[config.mk]
export PLATFORM = sky130hd
export DESIGN_NAME = wb_ppi_gen
export DESIGN_NICKNAME = d
export VERILOG_FILES = /design/src/rtl/wb_ppi_gen.sv
export SDC_FILE = /design/constraint.sdc
export NUM_CORES = 1
export LEC_CHECK = 0
export ABC_AREA = 0
export CORE_ASPECT_RATIO = 0.9
export CORE_MARGIN = 1
export CORE_UTILIZATION = 39
export CTS_CLUSTER_DIAMETER = 100
export DETAILED_ROUTE_END_ITERATION = 8
export GPL_ROUTABILITY_DRIVEN = 0
export HOLD_SLACK_MARGIN = 0.08
export PLACE_DENSITY_LB_ADDON = 0.08
export SLEW_MARGIN = 20
export SYNTH_ARGS = -nofsm -noshare
export SYNTH_HDL_FRONTEND = slang
export SYNTH_SLANG_ARGS = --single-unit
export TNS_END_PERCENT = 20
[constraint.sdc]
create_clock -name clk_i -period 8.7 [get_ports clk_i]
set_input_delay 1.74 -clock clk_i [delete_from_list [all_inputs] [get_ports clk_i]]
set_output_delay 1.74 -clock clk_i [all_outputs]
set_load 0.005 [all_outputs]
[src/rtl/wb_ppi_gen.sv]
// Wishbone parallel peripheral interface: up to 4 ports with per-bit direction,
// strobed input latching with IBF/OVR flags, and a programmable ack delay.

module wb_ppi_port #(
  parameter int W = 8
) (
  input  logic         clk_i,
  input  logic         rst_i,
  input  logic [W-1:0] pin_s,
  input  logic [W-1:0] wdat,
  input  logic         stb_fall,
  input  logic         dat_we,
  input  logic         dir_we,
  input  logic         rd_clr,
  input  logic         lat_en,
  input  logic         lat_clr,
  input  logic         ovr_clr,
  output logic [W-1:0] out_q,
  output logic [W-1:0] dir_q,
  output logic [W-1:0] rd_val,
  output logic         ibf,
  output logic         ovr
);
  logic [W-1:0] in_q;

  always_ff @(posedge clk_i or posedge rst_i) begin
    if (rst_i) begin
      out_q <= '0;
      dir_q <= '0;
      in_q  <= '0;
      ibf   <= 1'b0;
      ovr   <= 1'b0;
    end else begin
      if (dat_we) out_q <= wdat;
      if (dir_we) dir_q <= wdat;
      if (ovr_clr) ovr <= 1'b0;
      if (lat_clr) begin
        ibf <= 1'b0;
        ovr <= 1'b0;
      end else if (lat_en && stb_fall) begin
        // a clearing read on the same edge frees the buffer for the new strobe
        if (!ibf || rd_clr) begin
          in_q <= pin_s;
          ibf  <= 1'b1;
        end else begin
          ovr <= 1'b1;
        end
      end else if (rd_clr) begin
        ibf <= 1'b0;
      end
    end
  end

  assign rd_val = (dir_q & out_q) | (~dir_q & (lat_en ? in_q : pin_s));
endmodule

module wb_ppi_gen #(
  parameter int NPORTS   = 3,
  parameter int W        = 8,
  parameter int ACK_WAIT = 0
) (
  input  logic                  clk_i,
  input  logic                  rst_i,
  input  logic [3:0]            adr_i,
  input  logic [W-1:0]          dat_i,
  output logic [W-1:0]          dat_o,
  input  logic                  we_i,
  input  logic                  cyc_i,
  input  logic                  stb_i,
  output logic                  ack_o,
  input  logic [NPORTS*W-1:0]   pin_i,
  output logic [NPORTS*W-1:0]   pin_o,
  output logic [NPORTS*W-1:0]   pin_oe,
  input  logic [NPORTS-1:0]     stb_n_i,
  output logic                  irq_o
);
  typedef enum logic [1:0] {S_IDLE, S_WAIT, S_ACK} st_t;

  st_t                       st;
  logic [1:0]                cnt;
  logic [3:0]                adr_q;
  logic                      we_q;
  logic [W-1:0]              dat_q;
  logic [NPORTS*W-1:0]       pin_s1, pin_s2;
  logic [NPORTS-1:0]         stb_s1, stb_s2, stb_d;
  logic [NPORTS-1:0]         lat_en, irq_en, ibf, ovr;
  logic [NPORTS-1:0][W-1:0]  out_q, dir_q, rd_val;
  logic [3:0]                lat4, irq4, ibf4, ovr4;
  logic                      accept, commit, c_we, c_rd, c_wr, ctrl_we, stat_we;
  logic [3:0]                c_adr;
  logic [W-1:0]              c_dat, rdata;

  // with no wait states the access commits on the accept edge, straight off the bus
  assign accept = (st == S_IDLE) && cyc_i && stb_i;
  assign commit = (accept && ACK_WAIT == 0) || (st == S_WAIT && cyc_i && cnt == 2'd1);
  assign c_adr  = (st == S_IDLE) ? adr_i : adr_q;
  assign c_we   = (st == S_IDLE) ? we_i  : we_q;
  assign c_dat  = (st == S_IDLE) ? dat_i : dat_q;
  assign c_rd   = commit && !c_we;
  assign c_wr   = commit && c_we;
  assign ctrl_we = c_wr && c_adr == 4'd8;
  assign stat_we = c_wr && c_adr == 4'd9;

  assign lat4 = 4'(lat_en);
  assign irq4 = 4'(irq_en);
  assign ibf4 = 4'(ibf);
  assign ovr4 = 4'(ovr);

  for (genvar p = 0; p < NPORTS; p++) begin : g_port
    wb_ppi_port #(.W(W)) u_port (
      .clk_i    (clk_i),
      .rst_i    (rst_i),
      .pin_s    (pin_s2[p*W +: W]),
      .wdat     (c_dat),
      .stb_fall (stb_d[p] & ~stb_s2[p]),
      .dat_we   (c_wr && c_adr == 4'(p)),
      .dir_we   (c_wr && c_adr == 4'(p + 4)),
      .rd_clr   (c_rd && c_adr == 4'(p)),
      .lat_en   (lat_en[p]),
      .lat_clr  (ctrl_we && !c_dat[p]),
      .ovr_clr  (stat_we && c_dat[4+p]),
      .out_q    (out_q[p]),
      .dir_q    (dir_q[p]),
      .rd_val   (rd_val[p]),
      .ibf      (ibf[p]),
      .ovr      (ovr[p])
    );
  end

  assign pin_o  = out_q;
  assign pin_oe = dir_q;

  always_comb begin
    rdata = '0;
    case (c_adr)
      4'd8:    rdata[7:0] = {irq4, lat4};
      4'd9:    rdata[7:0] = {ovr4, ibf4};
      default: begin
        for (int p = 0; p < NPORTS; p++) begin
          if (c_adr == 4'(p))     rdata = rd_val[p];
          if (c_adr == 4'(p + 4)) rdata = dir_q[p];
        end
      end
    endcase
  end

  always_ff @(posedge clk_i or posedge rst_i) begin
    if (rst_i) begin
      pin_s1 <= '0;
      pin_s2 <= '0;
      stb_s1 <= '0;
      stb_s2 <= '0;
      stb_d  <= '0;
      lat_en <= '0;
      irq_en <= '0;
      irq_o  <= 1'b0;
    end else begin
      pin_s1 <= pin_i;
      pin_s2 <= pin_s1;
      stb_s1 <= stb_n_i;
      stb_s2 <= stb_s1;
      stb_d  <= stb_s2;
      if (ctrl_we) begin
        lat_en <= c_dat[NPORTS-1:0];
        irq_en <= c_dat[4 +: NPORTS];
      end
      irq_o <= |(ibf & irq_en);
    end
  end

  always_ff @(posedge clk_i or posedge rst_i) begin
    if (rst_i) begin
      st    <= S_IDLE;
      cnt   <= '0;
      adr_q <= '0;
      we_q  <= 1'b0;
      dat_q <= '0;
      ack_o <= 1'b0;
      dat_o <= '0;
    end else begin
      ack_o <= commit;
      dat_o <= c_rd ? rdata : '0;
      case (st)
        S_IDLE: if (accept) begin
          adr_q <= adr_i;
          we_q  <= we_i;
          dat_q <= dat_i;
          cnt   <= 2'(ACK_WAIT);
          st    <= (ACK_WAIT == 0) ? S_ACK : S_WAIT;
        end
        S_WAIT: begin
          if (!cyc_i)          st  <= S_IDLE;
          else if (cnt == 2'd1) st <= S_ACK;
          else                 cnt <= cnt - 2'd1;
        end
        S_ACK:   st <= S_IDLE;
        default: st <= S_IDLE;
      endcase
    end
  end
endmodule

=== Yosys cells after proc, flatten, opt, wreduce, memory -nomap -nowiden ===
Cells that the tools add are included.

* Add/sub/neg operators: 1
* Equality and inequality tests: 16
* Multiplexer cells: 46
* Bitwise logic cells: 22
* Reduce and logical (&&, ||, !) cells: 53

{| class="wikitable"
|+ Operator list
! kind !! count
|-
| 8-bit two-way mux || 11
|-
| 8-bit bitwise AND || 6
|-
| 1-bit logical AND || 26
|-
| 1-bit two-way mux || 25
|-
| 8-bit inverter || 3
|-
| 8-bit bitwise OR || 3
|-
| 8-bit case mux with 2 select lines || 1
|-
| 4-bit by 3-bit == test with 1-bit output, second input constant || 3
|-
| 2-bit two-way mux || 6
|-
| 3-bit by 2-bit != test with 1-bit output, second input constant || 4
|-
| 2-bit AND reduction || 5
|-
| 3-bit AND reduction || 3
|-
| 3-bit nonzero test || 3
|-
| 4-bit == test, second input constant || 2
|-
| 2-bit case mux with 2 select lines || 2
|-
| 1-bit logical NOT || 7
|-
| 2-bit != test, second input constant || 3
|-
| 1-bit inverter || 6
|-
| 2-bit by 1-bit == test with 1-bit output, second input constant || 2
|-
| 4-bit by 1-bit == test with 1-bit output, second input constant || 1
|-
| 4-bit by 2-bit == test with 1-bit output, second input constant || 1
|-
| 4-bit logical NOT || 1
|-
| 1-bit logical OR || 4
|-
| 4-bit two-way mux || 1
|-
| 7 further kinds || 9
|}

* Register bits after elaboration: 168
* Bits of input ports: 44
* Output and inout bits: 58
* Logic and storage cells: 168

=== Longest topological paths before layout ===
* Word-level depth: 11
* Depth in mapped cells: 10
* Gate-level depth less buffers: 7

=== By module ===
From an unflattened synthesis, not the netlist that was laid out.

* Cell total of the unflattened synthesis: 579
* Area, all modules: 6993.0 um^2

{| class="wikitable"
|+ By module, submodules not included
! module !! times used !! cells an instance !! area each (um^2) !! sequential area each (um^2)
|-
| wb_ppi_gen || 1 || 321 || 3577.2 || 2152.1
|-
| wb_ppi_port || 3 || 86 || 1138.6 || 650.6
|}

=== Least setup slack after synthesis ===
No wires, ideal clock.

* Kind: input to register
* Start: in adr_i[2]
* End: reg g_port[2].u_port.in_q[0]
* Library setup time: 0.125 ns
* Arrival: 3.358 ns
* Data required time: 8.575 ns
* Slack: 5.217 ns
* Cell stages on the path: 7
* Buffers on the path: 2
* Cells stage by stage: buf_6 -> nor2_1 -> or4b_4 -> o21ai_2 -> or3b_1 -> buf_6 -> mux2_4

* Word-level cells in the longest chain between the ends: 6
* Elaborated cells on any way between the ends: 9
* Those cells by class: 2 x eq/ne; 1 x mux; 1 x bitwise; 5 x reduce/logical

{| class="wikitable"
|+ Ends and longest elaborated chain
! item !! line !! source
|-
| start: declaration || 64 || <nowiki>input logic [3:0] adr_i,</nowiki>
|-
| 4-bit two-way mux * || 96 || <nowiki>assign c_adr = (st == S_IDLE) ? adr_i : adr_q;</nowiki>
|-
| 4-bit == test || 101 || <nowiki>assign ctrl_we = c_wr && c_adr == 4'd8;</nowiki>
|-
| 1-bit logical AND || 101 ||
|-
| 1-bit logical AND || 120 || <nowiki>.lat_clr (ctrl_we && !c_dat[p]),</nowiki>
|-
| 1-bit inverter (no source line) || n/a ||
|-
| 3-bit AND reduction (no source line) * || n/a ||
|-
| end signal: assignment || 43 || <nowiki>in_q <= pin_s;</nowiki>
|-
| end: declaration || 24 || <nowiki>logic [W-1:0] in_q;</nowiki>
|}

Every way passes the cells marked *; elsewhere a longest branch is shown, timed or not.
A chain may end at the register's enable or synchronous reset.

=== Worst setup path after layout ===
* Start: in adr_i[2]
* End: reg g_port[2].u_port.in_q[2]

Same word-level chain as after synthesis.

==> results.yml <==
detailed_routing:
  route.detailed.drc: 0
  finalWirelength_um: 17100
  drtPass1Iterations: 5
  avgRoutedWirePerCell_um: 19.2
  viasPerCell: 5.34
  antenna_left: 0
  vias: 4765
  drtIter0Drc: 322
place:
  numPortBuffers: 101
  place_hpwl_um: 12100
setup_path:
  path_cells: "clkdlybuf4s50_1 > nor3b_1 > o221a_2 > and2_1 > or3b_1 > mux2_4"
  crit_slowest_cell: "clkdlybuf4s50_1"
  r2r-start: "st[1]"
  timing.rr.end: "g_port[1].u_port.dir_q[2]"
  r2r_cells: 6
  r2r_slack_ps: 5540
  path_max_fanout: 12
  critPathRequiredTime_ps: 9010
  critPathCaptureType: "flop"
  arrival_ps: 4400
  worst_setup_path_start_kind: "primary input"
  crit_type: "in2reg"
  cp_slowest_stage_delay_ps: 660
synth:
  synth_nets: 619
  yosysSeqAreaShare_pct: 61.1
  yosysTopAreaCell: "dfrtp_1"
  synthAdderAreaFrac_pct: 0
  syn_area_per_cell_um2: 11.7
  ys_types: 57
  synthFlopType: "dfrtp_1"
  synth_edf_count: 0
  synthesis.area_um2: 6720
  muxShareOfSynthArea_pct: 10.7
  synth-async-reset-ratio_pct: 100
  synth-xor-area-share_pct: 0
  synthSimpleGateAreaFrac_pct: 12.9
  synth_cells: 575
  synth_top_family_by_area: "simple AND/OR/NAND/NOR gates"
  synth_area_leaders: "dfrtp_1, nand2_1, mux2i_1"
  yosys.cell_count.top_type: "dfrtp_1"
  synth_compound_area_share_pct: 12.7
  synth_seq_cells: 164
  post-synth-top-area-fraction_pct: 61.1
  yosysWarnings: 0
  synth_commonest_cells: "dfrtp_1, nand2_1, o21ai_0"
floorplanning:
  io_pins: 102
  initial_core_util_pct: 39.9
  die_h_um: 127
  die-area_um2: 17800
  core-area_um2: 16800
  die_x_um: 140
  rows: 45
clock_network:
  cts_hold_repair.buffers: 0
  ctsResizeCount: 0
  clkLatencyLatePin_ps: 420
  cts_setup_buffers: 0
  clk_path_buf_depth: 2
  tritoncts: "done"
  cts-buffers-inserted: 17
  clkTransAtPathRegs_ps: 60
  ctsHtreeMaxLevel: 4
  clock-sinks: 164
  cts_root_buffer: "clkbuf_16"
timing:
  period_share_pct: 47.0
  finalSetupTns_ps: 0
  max_freq_mhz: 245
  rsz0062_at_grt: "no"
  setup_violations: 0
  worst_pin_slew_ps: 1060
  hold_viol_final: 0
  hold_slack_ps: 346
  finalClockSkew_ps: 6.93
  timing.final.crit_period_ps: 4090
  relSlewSlack_pct: 29.7
  slew_viol_final: 0
flow_run:
  drv_cap: 0
global_route:
  grt_first_pass_wirelength_um: 27200
  grt_use_total_pct: 20.7
  overflow: 0
  first_global_vias: 4728
  antenna_found_initial: 0
  grt_max_degree: 104
min_path:
  hold-path-endpoint: "pin_s2[1]"
  holdPathStages: 0
  hp-start: "pin_s1[1]"
  min_path_type: "reg2reg"
cells_and_area:
  nNetsFinal: 714
  n_antenna_cell: 0
  drive_gt1_share_pct: 11.4
  area_growth_pct: 25.3
  num-fill-cells: 1492
power_and_ir_drop:
  vdd_ir_drop_max_v: 0.000153
  leakagePower_uw: 0.00366
  p_per_area_nw_per_um2: 249
run_status:
  outcome: "finished clean"
-- cell usage in the layout, fill, tap and decap left out, types with 5 or more instances in the layout --
cell and count:
dfrtp_1 164, o221ai_1 5, a21oi_1 31, o21ai_0 41, clkbuf_16 17, mux2_2 14, mux2i_1 30, nor2_1 38
nand3_1 8, clkdlybuf4s50_1 101, a21o_1 5, nand2_1 92, mux2_4 16, o21ai_1 6, a41oi_1 5, o22a_1 6
or2_2 5, a31oi_1 5, o32ai_1 6, nor3b_1 5
-- per-layer routing --
layer / share of wire [%] / global-route usage [%]
met3: 4.4 / 4.30
met4: 1.8 / 7.89
met5: 0 / 0
met1: 47 / 28.8
met2: 47 / 31.9
-- worst max-delay path by stage --
| stage | from | cells past startpoint | end |
|---|---|---|---|
| 2_1_floorplan | rst_i | 1 | ack_o |
| 3_3_place_gp | adr_i[3] | 6 | g_port[0].u_port.out_q[6] |
| 3_5_place_dp | adr_i[3] | 6 | g_port[0].u_port.out_q[3] |
| 4_1_cts | adr_i[3] | 6 | g_port[0].u_port.out_q[3] |
| 5_1_grt | adr_i[2] | 6 | g_port[2].u_port.in_q[6] |
| 6_report | adr_i[2] | 6 | g_port[2].u_port.in_q[2] |
-- logic make-up (layout without fill, tap and decap cells) --
family / after synthesis / in the layout
mux: 62 / 62
compound gates: 133 / 133
buf+inv: 34 / 141
flops: 164 / 164
simple gates: 182 / 182
-- power by group --
group | leakage, µW | internal [µW] | switching, µW
combinational | 0.00135 | 234 | 172
clock | 0.000251 | 385 | 294
sequential | 0.00206 | 887 | 121
total | 0.00366 | 1510 | 587
-- state kept, by name (all words and copies together), names as in the netlist, 4 cells and up --
signal	count
g_port.u_port.out_q	24
g_port.u_port.in_q	24
adr_q	4
g_port.u_port.dir_q	24
dat_o	8
pin_s2	24
pin_s1	24
dat_q	8
-- critical path, delay by kind of cell --
kind	cells	cell delay, ps
simple gates	3	1210
buf+inv	1	660
compound gates	1	420
mux	1	350
-- cell type report --
| class | count | area (µm²) | area share (%) |
|---|---|---|---|
| flip-flops and latches | 164 | 4100 | 48.8 |
| multi-input cells | 377 | 2450 | 29.1 |
| repair buffers | 105 | 1040 | 12.4 |
| clock buffers | 23 | 478 | 5.68 |
| well taps | 211 | 264 | 3.14 |
| clock inverters | 8 | 53.8 | 0.639 |
| inverters | 5 | 23.8 | 0.283 |
-- through the flow --
stage	total power [µW]	util (%)	setup WS, ps	instances	instance area (µm²)
6_report	2090	50.0	4610	893	8410
5_1_grt	2200	50.0	4420	893	8410
4_1_cts	2110	49.9	4460	893	8410
3_5_place_dp	1430	46.8	3990	862	7880
3_3_place_gp	1420	46.8	4050	862	7880
2_1_floorplan	1210	-	2530	575	6720
Power figures use the tool's default switching activity.
